### src/rtl/camera_capture.sv
// Camera byte-stream capture: pairs RGB565 bytes into pixels with line/pixel indices and frame pulses.
// Optional build macro CAM_CAPTURE_BINARIZE_EN replaces the raw pixel with a thresholded 0x0000/0xFFFF word.
module camera_capture #(
    parameter int         PIX_MAX    = 1279,
    parameter int         LINE_MAX   = 959,
    parameter logic [5:0] BIN_THRESH = 6'd32
) (
    input  logic        clk,
    input  logic        reset_n,
    input  logic        cam_vsync,
    input  logic        cam_href,
    input  logic [7:0]  cam_data,
    output logic        Cam_enable_out,
    output logic [9:0]  CamHsync_count_out,
    output logic [10:0] CamPix_count_out,
    output logic [15:0] data_out,
    output logic        frame_done,
    output logic        byte_err,
    output logic [1:0]  state_dbg
);

    typedef enum logic [1:0] {
        WAIT_VSYNC = 2'd0,
        WAIT_START = 2'd1,
        ACTIVE     = 2'd2
    } state_t;

    // Counters stop one past the last valid index so out-of-range pixels/lines are recognisable.
    localparam logic [10:0] PIX_SAT  = 11'(PIX_MAX + 1);
    localparam logic [9:0]  LINE_SAT = 10'(LINE_MAX + 1);

    state_t      state, state_next;
    logic        start_frame, end_frame, capture_en, byte_in, line_end;
    logic [7:0]  hi_byte;
    logic        phase, href_d, got_byte;
    logic [10:0] pix_cnt;
    logic [9:0]  line_cnt;
    logic [15:0] pixel_word, pixel_value;

    assign state_dbg = state;

    always_ff @(posedge clk or negedge reset_n) begin
        if (!reset_n) state <= WAIT_VSYNC;
        else          state <= state_next;
    end

    always_comb begin
        state_next  = state;
        start_frame = 1'b0;
        end_frame   = 1'b0;
        capture_en  = 1'b0;
        case (state)
            WAIT_VSYNC: if (cam_vsync) state_next = WAIT_START;
            WAIT_START: begin
                if (!cam_vsync) begin
                    state_next  = ACTIVE;
                    start_frame = 1'b1;
                end
            end
            ACTIVE: begin
                if (cam_vsync) begin
                    state_next = WAIT_START;
                    end_frame  = 1'b1;
                end else begin
                    capture_en = 1'b1;
                end
            end
            default: state_next = WAIT_VSYNC;
        endcase
    end

    assign byte_in    = capture_en && cam_href;
    assign line_end   = capture_en && !cam_href && href_d && got_byte;
    assign pixel_word = {hi_byte, cam_data};

`ifdef CAM_CAPTURE_BINARIZE_EN
    logic [7:0] luma_sum;
    assign luma_sum    = {2'b00, pixel_word[15:11], 1'b0} + {2'b00, pixel_word[10:5]}
                       + {2'b00, pixel_word[4:0], 1'b0};
    assign pixel_value = (luma_sum[7:2] >= BIN_THRESH) ? 16'hFFFF : 16'h0000;
`else
    assign pixel_value = pixel_word;
`endif

    // Cam_enable_out is a valid-only strobe (no ready): data_out and both counts are qualified
    // by it in the same cycle and hold their last value whenever it is low.
    always_ff @(posedge clk or negedge reset_n) begin
        if (!reset_n) begin
            Cam_enable_out     <= 1'b0;
            CamHsync_count_out <= '0;
            CamPix_count_out   <= '0;
            data_out           <= '0;
            frame_done         <= 1'b0;
            byte_err           <= 1'b0;
            hi_byte            <= '0;
            phase              <= 1'b0;
            href_d             <= 1'b0;
            got_byte           <= 1'b0;
            pix_cnt            <= '0;
            line_cnt           <= '0;
        end else begin
            Cam_enable_out <= 1'b0;
            frame_done     <= end_frame;
            href_d         <= byte_in;
            if (start_frame) begin
                pix_cnt  <= '0;
                line_cnt <= '0;
                phase    <= 1'b0;
                got_byte <= 1'b0;
                byte_err <= 1'b0;
            end else if (end_frame) begin
                // A line cut short by vsync leaves any half pixel behind.
                phase    <= 1'b0;
                got_byte <= 1'b0;
            end else if (byte_in) begin
                got_byte <= 1'b1;
                if (!phase) begin
                    hi_byte <= cam_data;
                    phase   <= 1'b1;
                end else begin
                    phase <= 1'b0;
                    if (pix_cnt < PIX_SAT && line_cnt < LINE_SAT) begin
                        Cam_enable_out     <= 1'b1;
                        data_out           <= pixel_value;
                        CamPix_count_out   <= pix_cnt;
                        CamHsync_count_out <= line_cnt;
                    end
                    if (pix_cnt != PIX_SAT) pix_cnt <= pix_cnt + 11'd1;
                end
            end else if (line_end) begin
                if (phase) byte_err <= 1'b1;
                if (line_cnt != LINE_SAT) line_cnt <= line_cnt + 10'd1;
                pix_cnt  <= '0;
                phase    <= 1'b0;
                got_byte <= 1'b0;
            end
        end
    end

endmodule

### config.mk
export PLATFORM = sky130hd
export DESIGN_NAME = camera_capture
export DESIGN_NICKNAME = d
export VERILOG_FILES = /design/src/rtl/camera_capture.sv
export SDC_FILE = /design/constraint.sdc
export NUM_CORES = 1
export LEC_CHECK = 0
export BUFFER_PORTS_ARGS = -buffer_cell sky130_fd_sc_hd__buf_2
export CAP_MARGIN = 10
export CORE_ASPECT_RATIO = 0.75
export CORE_MARGIN = 5
export CORE_UTILIZATION = 40
export DETAILED_ROUTE_END_ITERATION = 12
export PLACE_DENSITY = 0.57
export SLEW_MARGIN = 20
export SYNTH_ARGS = -nofsm -noshare
export SYNTH_HDL_FRONTEND = slang
export SYNTH_SLANG_ARGS = --single-unit
### constraint.sdc
create_clock -name clk -period 2.3 [get_ports clk]
set_clock_uncertainty 0.05 [all_clocks]
set_input_delay 0.23 -clock clk [delete_from_list [all_inputs] [get_ports clk]]
set_output_delay 0.23 -clock clk [all_outputs]
set_load 0.02 [all_outputs]
==> out/qor.yml, run 1 <==
finalCritPeriodShare_pct: 87.21
post-place-cells: 433
drive_gt1_share_pct: 40.58
fp-row-count: 28
drt_iter0_markers: 170
post-synth-top-count-cell: "sky130_fd_sc_hd__dfrtp_1"
crit_fanout: 7
post_drt_via_cell_ratio: 5.260
synth_top_flop_cell: "sky130_fd_sc_hd__dfrtp_1"
cts_sinks: 74
maxClockFrequency_ghz: 0.4985
cts_buffers: 9
postRouteWirelength_um: 7198
worst-slew-pin-transition_ns: 0.4151
yosys_register_bits: 74
io_buffers: 53
grt_pass1_wl_um: 12330
clock_tree_from_tritoncts: "done"
synth_cell_types: 47
filler_cell_count: 751
floorplan.core_area_um2: 7988
synth_edf_count: 0
cell_area_reported_after_detailed_placement_um2: 3799
post-route-worst-setup-slack_ns: 0.2941
timing.max_slew.rel_slack_pct: 72.32
drc: 0
worst_path_largest_cell_delay_ns: 0.55
ir_drop_uv: 405.9
antenna_left: 0
timing_max_transition_violations_final: 0
first_global_vias: 2445
pin_count: 54
detailed_place_hpwl_um: 4871
post-cts-setup-buffer-count: 0
die_area_um2: 10270
yosysSeqAreaShare_pct: 55.58
category_of_the_most_critical_setup_path: "reg2reg"
post_layout_nonfiller_instances: 450
max_cap_viol_count: 0
critical-path-slowest-cell: "sky130_fd_sc_hd__or3_1"
die_y_um: 89.04
grt_antenna_before_repair: 0
top_cells_by_area_in_the_synthesized_netlist: "sky130_fd_sc_hd__dfrtp_1 (56%), sky130_fd_sc_hd__mux2_2 (15%), sky130_fd_sc_hd__a31oi_1 (2.1%)"
cts.path.max_buffers: 2
regArea_um2: 1852
worst_setup_path_end_kind: "register"
power_density_of_the_placed_cells_nw_per_um2: 755.0
hold_violations: 0
hold_wc_path_type: "in2reg"
path_clk_slew_ns: 0.09
final.min_clock_period_ns: 2.006
run_status: "finished clean"
post_synth_inst_count: 274
crit_path_cell_trace: "nand2b_1, a311o_1, or3_1, o31ai_2"
post_route_cell_area_um2: 4034
power.leakage_nw: 2.035
synthDominantAreaCellType: "sky130_fd_sc_hd__dfrtp_1"
layout.nets: 356
synthArstFlopShare_pct: 100.0
rsz0062_at_grt: "false"
critical_path.startpoint_type: "register"
finalSetupViolCount: 0
grt_start_max_net_pins: 75
cp_data_required_time_ns: 2.50
clkLatencyLatePin_ns: 0.35
combined_area_of_the_multi_input_logic_cells_um2: 1374
ys_top_cells_by_count: "sky130_fd_sc_hd__dfrtp_1 (74), sky130_fd_sc_hd__mux2_2 (45), sky130_fd_sc_hd__nand2_1 (18)"
yosysWarnings: 0
synth_area_per_cell_um2: 12.16
grt_use_total_pct: 15.50
fin_tns_setup_ns: 0
cp_data_arrival_time_ns: 2.21
wl_per_cell_um: 16.00
insertedDiodeCount: 0
route.vias.total: 2367
cts_max_level: 3
synth_top_area_share_pct: 55.58
place_congestion: 0.8250
die-width_um: 115.4
place_worst_setup_slack_ns: 0.3164
syn-num-nets: 290
floorplan.initialDensity_pct: 41.71
synthToLayoutAreaGrowth_pct: 21.07
synth_area_um2: 3332
root_buffer: "sky130_fd_sc_hd__clkbuf_8"
first_pass_iters: 4
overflow: 0
## per-stage QoR
step | hold WS [ns] | total power, W | utilization [%]
global placement | 0.2305 | 0.001922 | 47.56
floorplan | -0.1156 | 0.001774 | -
CTS | 0.05442 | 0.003095 | 50.50
global route | 0.04360 | 0.003222 | 50.50
detailed placement | 0.2289 | 0.001936 | 47.56
finish | 0.07251 | 0.003046 | 50.50
## layout make-up
type	count	share of cell area [%]
Clock buffer	9	3.071
Clock inverter	7	2.512
Inverter	9	0.8375
Multi-Input combinational cell	175	34.06
Sequential cell	74	45.91
Tap cell	105	3.257
Timing Repair Buffer	71	10.36
## critical path, delay by kind of cell (launching register included)
family	cells	cell delay (ns)
simple gates	2	0.77
compound gates	2	0.65
flops	1	0.44
## path summary, 6_finish.rpt
| check | from | to | slack [ns] | cells after the start |
|---|---|---|---|---|
| worst max-delay path | state_dbg[1]$_DFFE_PN0P_ | pix_cnt[3]$_DFFE_PN0P_ | 0.29 | 4 |
| worst min-delay path | cam_data[1] | data_out[1]$_DFFE_PN0P_ | 0.07 | 2 |
| worst max register to register | state_dbg[1]$_DFFE_PN0P_ | pix_cnt[3]$_DFFE_PN0P_ | 0.29 | 4 |
| worst min register to register | byte_err$_DFFE_PN0P_ | byte_err$_DFFE_PN0P_ | 0.44 | 1 |
| max in group asynchronous | reset_n | CamPix_count_out[2]$_DFFE_PN0P_ | 1.49 | 3 |
| min in group asynchronous | reset_n | CamHsync_count_out[4]$_DFFE_PN0P_ | 0.35 | 3 |
## registers in the layout, indices dropped and copies added (netlist names)
signal and flops:
state_dbg 2, CamHsync_count_out 10, Cam_enable_out 1, CamPix_count_out 11
frame_done 1, got_byte 1, byte_err 1, line_cnt 10
href_d 1, phase 1, data_out 16, pix_cnt 11
hi_byte 8
## cell usage in the layout, fill, tap and decap left out, types with 6 or more instances in the layout
cell / count
sky130_fd_sc_hd__nand3_1: 9
sky130_fd_sc_hd__o21ai_0: 7
sky130_fd_sc_hd__a21oi_1: 6
sky130_fd_sc_hd__buf_2: 52
sky130_fd_sc_hd__o31ai_1: 6
sky130_fd_sc_hd__inv_1: 9
sky130_fd_sc_hd__nand2_1: 18
sky130_fd_sc_hd__a31oi_1: 11
sky130_fd_sc_hd__nor2_1: 9
sky130_fd_sc_hd__mux2_2: 45
sky130_fd_sc_hd__buf_4: 17
sky130_fd_sc_hd__clkbuf_8: 9
sky130_fd_sc_hd__dfrtp_1: 74
## routing by layer
metal / vias to the layer above / part of all wire [%] / global-route usage (%)
met4: 0 / 1.3 / 5.011
met3: 10 / 7.2 / 5.751
li1: 1137 / - / -
met5: - / 0 / 0
met1: 1155 / 49 / 22.29
met2: 65 / 42 / 21.64
## report_power, final
part | switching [W] | internal [W] | total, W
Sequential | 0.0000787 | 0.00143 | 0.00151
Combinational | 0.000218 | 0.000176 | 0.000394
Clock | 0.000521 | 0.000620 | 0.00114
Total | 0.000818 | 0.00223 | 0.00305
## cell families after synthesis
group           Yosys count  synth area share [%]
xor+xnor                  1                0.2629
buf+inv                  25                 3.342
mux                      46                 15.51
flops                    74                 55.58
fa+ha+maj                 4                 1.502
simple gates             70                 11.87
compound gates           54                 11.94
## what timing repair did
action,CTS,global route
endpoints found under the setup margin,0,0
hold buffers,1,0
gates resized for setup,0,0
endpoints found under the hold margin,74,0
Note: power is estimated with default switching activity, not from simulation.
==> inputs of run 2 (changes only) <==
- CORE_ASPECT_RATIO: 0.75 -> default
==> run 2 against run 1 <==
Effect of this change:
- hold slack improved by 0.021 ns
- non-clock buffer count decreased by 2
- register-to-register slack worse by 0.09 ns
- largest power group unchanged
- clock-buffer cell count up 3
- sequential share of layout area up 0.64 points
- global-route usage is 0.84 points lower
- critical path type unchanged
- routed wire length fell by 3.1%
- total power shrank 5.3%
==> out/qor.yml, run 2 (synthesis results as in run 1) <==
overflow: 0  # unchanged
post_drt_via_cell_ratio: 5.396  # +2.6%
grt_antenna_before_repair: 0  # unchanged
cts_sinks: 74  # unchanged
post_route_cell_area_um2: 3979  # -1.4%
postRouteWirelength_um: 6972  # -3.1%
die_area_um2: 10260  # -0.18%
final_cell_mix: "sky130_fd_sc_hd__dfrtp_1 (74), sky130_fd_sc_hd__buf_2 (52), sky130_fd_sc_hd__mux2_2 (45), sky130_fd_sc_hd__nand2_1 (18), sky130_fd_sc_hd__buf_4 (15)"
timing.max_slew.rel_slack_pct: 65.90  # -6.4 points
critical-path-slowest-cell: "sky130_fd_sc_hd__or3_1"
crit_fanout: 14  # +7
worst-slew-pin-transition_ns: 0.5115  # +0.09639 ns
cp_data_required_time_ns: 2.50  # about the same
grt_use_met2_pct: 19.87  # -1.8 points
layout.cells.most_common: "sky130_fd_sc_hd__dfrtp_1"
cts.path.max_buffers: 2  # unchanged
wl_per_cell_um: 15.60  # -2.5%
globalRouteMet3Util_pct: 4.339  # -1.4 points
first_pass_iters: 4  # unchanged
fp-row-count: 33  # +18%
crit_path_cell_trace: "nand2b_1, a311o_1, or3_1, o31ai_2"
met1_track_demand_over_resource_pct: 21.29  # -1.0 points
drc: 0  # unchanged
rsz0062_at_grt: "false"
antenna_left: 0  # unchanged
ctsHoldBuffers: 1  # unchanged
route.vias.total: 2412  # +1.9%
reg2reg_setup_slack_ns: 0.21  # -0.09 ns
hold_wc_path_type: "in2reg"
detailed_place_hpwl_um: 4820  # -1.0%
worst_setup_path_end_kind: "register"
grt_pass1_wl_um: 11860  # -3.8%
finalSetupViolCount: 0  # unchanged
hold_violations: 0  # unchanged
cts_buffers: 9  # unchanged
place_congestion: 0.8187  # -0.76%
die_y_um: 101.3  # +14%
root_buffer: "sky130_fd_sc_hd__clkbuf_8"
run_status: "finished clean"
first_global_vias: 2399  # -1.9%
peak_usage_layer_in_the_global_routing_report: "met1"
pin_count: 54  # unchanged
cell_area_reported_after_detailed_placement_um2: 3784  # -0.40%
drt_iter0_markers: 112  # -34%
critical_path.startpoint_type: "register"
clkLatencyLatePin_ns: 0.34  # about the same
final.min_clock_period_ns: 2.094  # +0.08823 ns
power.leakage_nw: 2.017  # -0.92%
worstPathBufferInverterCount: 0  # unchanged
cts_resized: 0  # unchanged
cp_data_arrival_time_ns: 2.30  # +0.09 ns
grt_start_max_net_pins: 42  # -44%
insertedDiodeCount: 0  # unchanged
die-width_um: 101.3  # -12%
total_power_w: 0.002883  # -5.3%
io_buffers: 53  # unchanged
floorplan.core_area_um2: 8175  # +2.3%
biggest_regs: "data_out (16), CamPix_count_out (11), pix_cnt (11)"
path_clk_slew_ns: 0.08  # about the same
clock_tree_from_tritoncts: "done"
finalCritPeriodShare_pct: 91.05  # +3.8 points
category_of_the_most_critical_setup_path: "reg2reg"
largest_register_ff_count: 16  # unchanged
drive_gt1_share_pct: 39.47  # -1.1 points
ir_drop_uv: 417.9  # +3.0%
power_density_of_the_placed_cells_nw_per_um2: 724.5  # -4.0%
maxClockFrequency_ghz: 0.4775  # -4.2%
synthToLayoutAreaGrowth_pct: 19.41
grt_use_total_pct: 14.66  # -0.84 points
layout.nets: 354  # -0.56%
post-cts-setup-buffer-count: 0  # unchanged
holdWs_ns: 0.09304  # +0.02053 ns
fin_tns_setup_ns: 0  # unchanged
worst_path_largest_cell_delay_ns: 0.58  # +0.03 ns
floorplan.initialDensity_pct: 40.76  # -0.96 points
cts_max_level: 3  # unchanged
registers.top_by_ff_count: "data_out"
crit_family: "simple AND/OR/NAND/NOR gates"
max_cap_viol_count: 0  # unchanged
timing_max_transition_violations_final: 0  # unchanged
-- run 2: final timing paths --
check | startpoint | to | cells after the start
max reg2reg | state_dbg[1]$_DFFE_PN0P_ | pix_cnt[4]$_DFFE_PN0P_ | 4
max | state_dbg[1]$_DFFE_PN0P_ | pix_cnt[4]$_DFFE_PN0P_ | 4
min | cam_data[7] | hi_byte[7]$_DFFE_PN0P_ | 2
min in group asynchronous | reset_n | line_cnt[5]$_DFFE_PN0P_ | 2
max in group asynchronous | reset_n | hi_byte[2]$_DFFE_PN0P_ | 3
min reg2reg | CamPix_count_out[9]$_DFFE_PN0P_ | CamPix_count_out[9]$_DFFE_PN0P_ | 1
-- run 2: worst reg2reg max path, stage by stage, from the launching register on --
cell and delay, ns:
sky130_fd_sc_hd__dfrtp_1 0.44, sky130_fd_sc_hd__nand2b_1 0.22, sky130_fd_sc_hd__a311o_1 0.46, sky130_fd_sc_hd__or3_1 0.58
sky130_fd_sc_hd__o31ai_2 0.26
-- run 2: power breakdown --
group          switching, W  leakage (nW)  internal [W]  total, W
sequential        0.0000763          1.01       0.00143   0.00151
clock              0.000459        0.0962      0.000523  0.000982
combinational      0.000218         0.915      0.000173  0.000391
total              0.000754          2.02       0.00213   0.00288
-- run 2: per-stage QoR --
| step | utilization [%] | setup WS (ns) | std cells |
|---|---|---|---|
| floorplan | - | 0.3915 | 274 |
| detailed placement | 46.28 | 0.2115 | 431 |
| finish | 48.67 | 0.2059 | 447 |
| global placement | 46.28 | 0.2619 | 431 |
| CTS | 48.67 | 0.1896 | 447 |
| global route | 48.67 | 0.05717 | 447 |
-- run 2: layer usage --
| layer | vias to the layer above | wire, um |
|---|---|---|
| li1 | 1140 | - |
| met2 | 65 | 3008 |
| met4 | 0 | 108 |
| met3 | 7 | 451 |
| met5 | - | 0 |
| met1 | 1200 | 3405 |
-- run 2: area by class of cell --
type / instances / area, um^2
clock buffer: 12 / 145.1
fill: 762 / 4197
clock inverter: 3 / 40.04
tap: 105 / 131.4
sequential: 74 / 1852
timing repair buffer: 69 / 402.9
multi-input combinational: 175 / 1374
inverter: 9 / 33.78
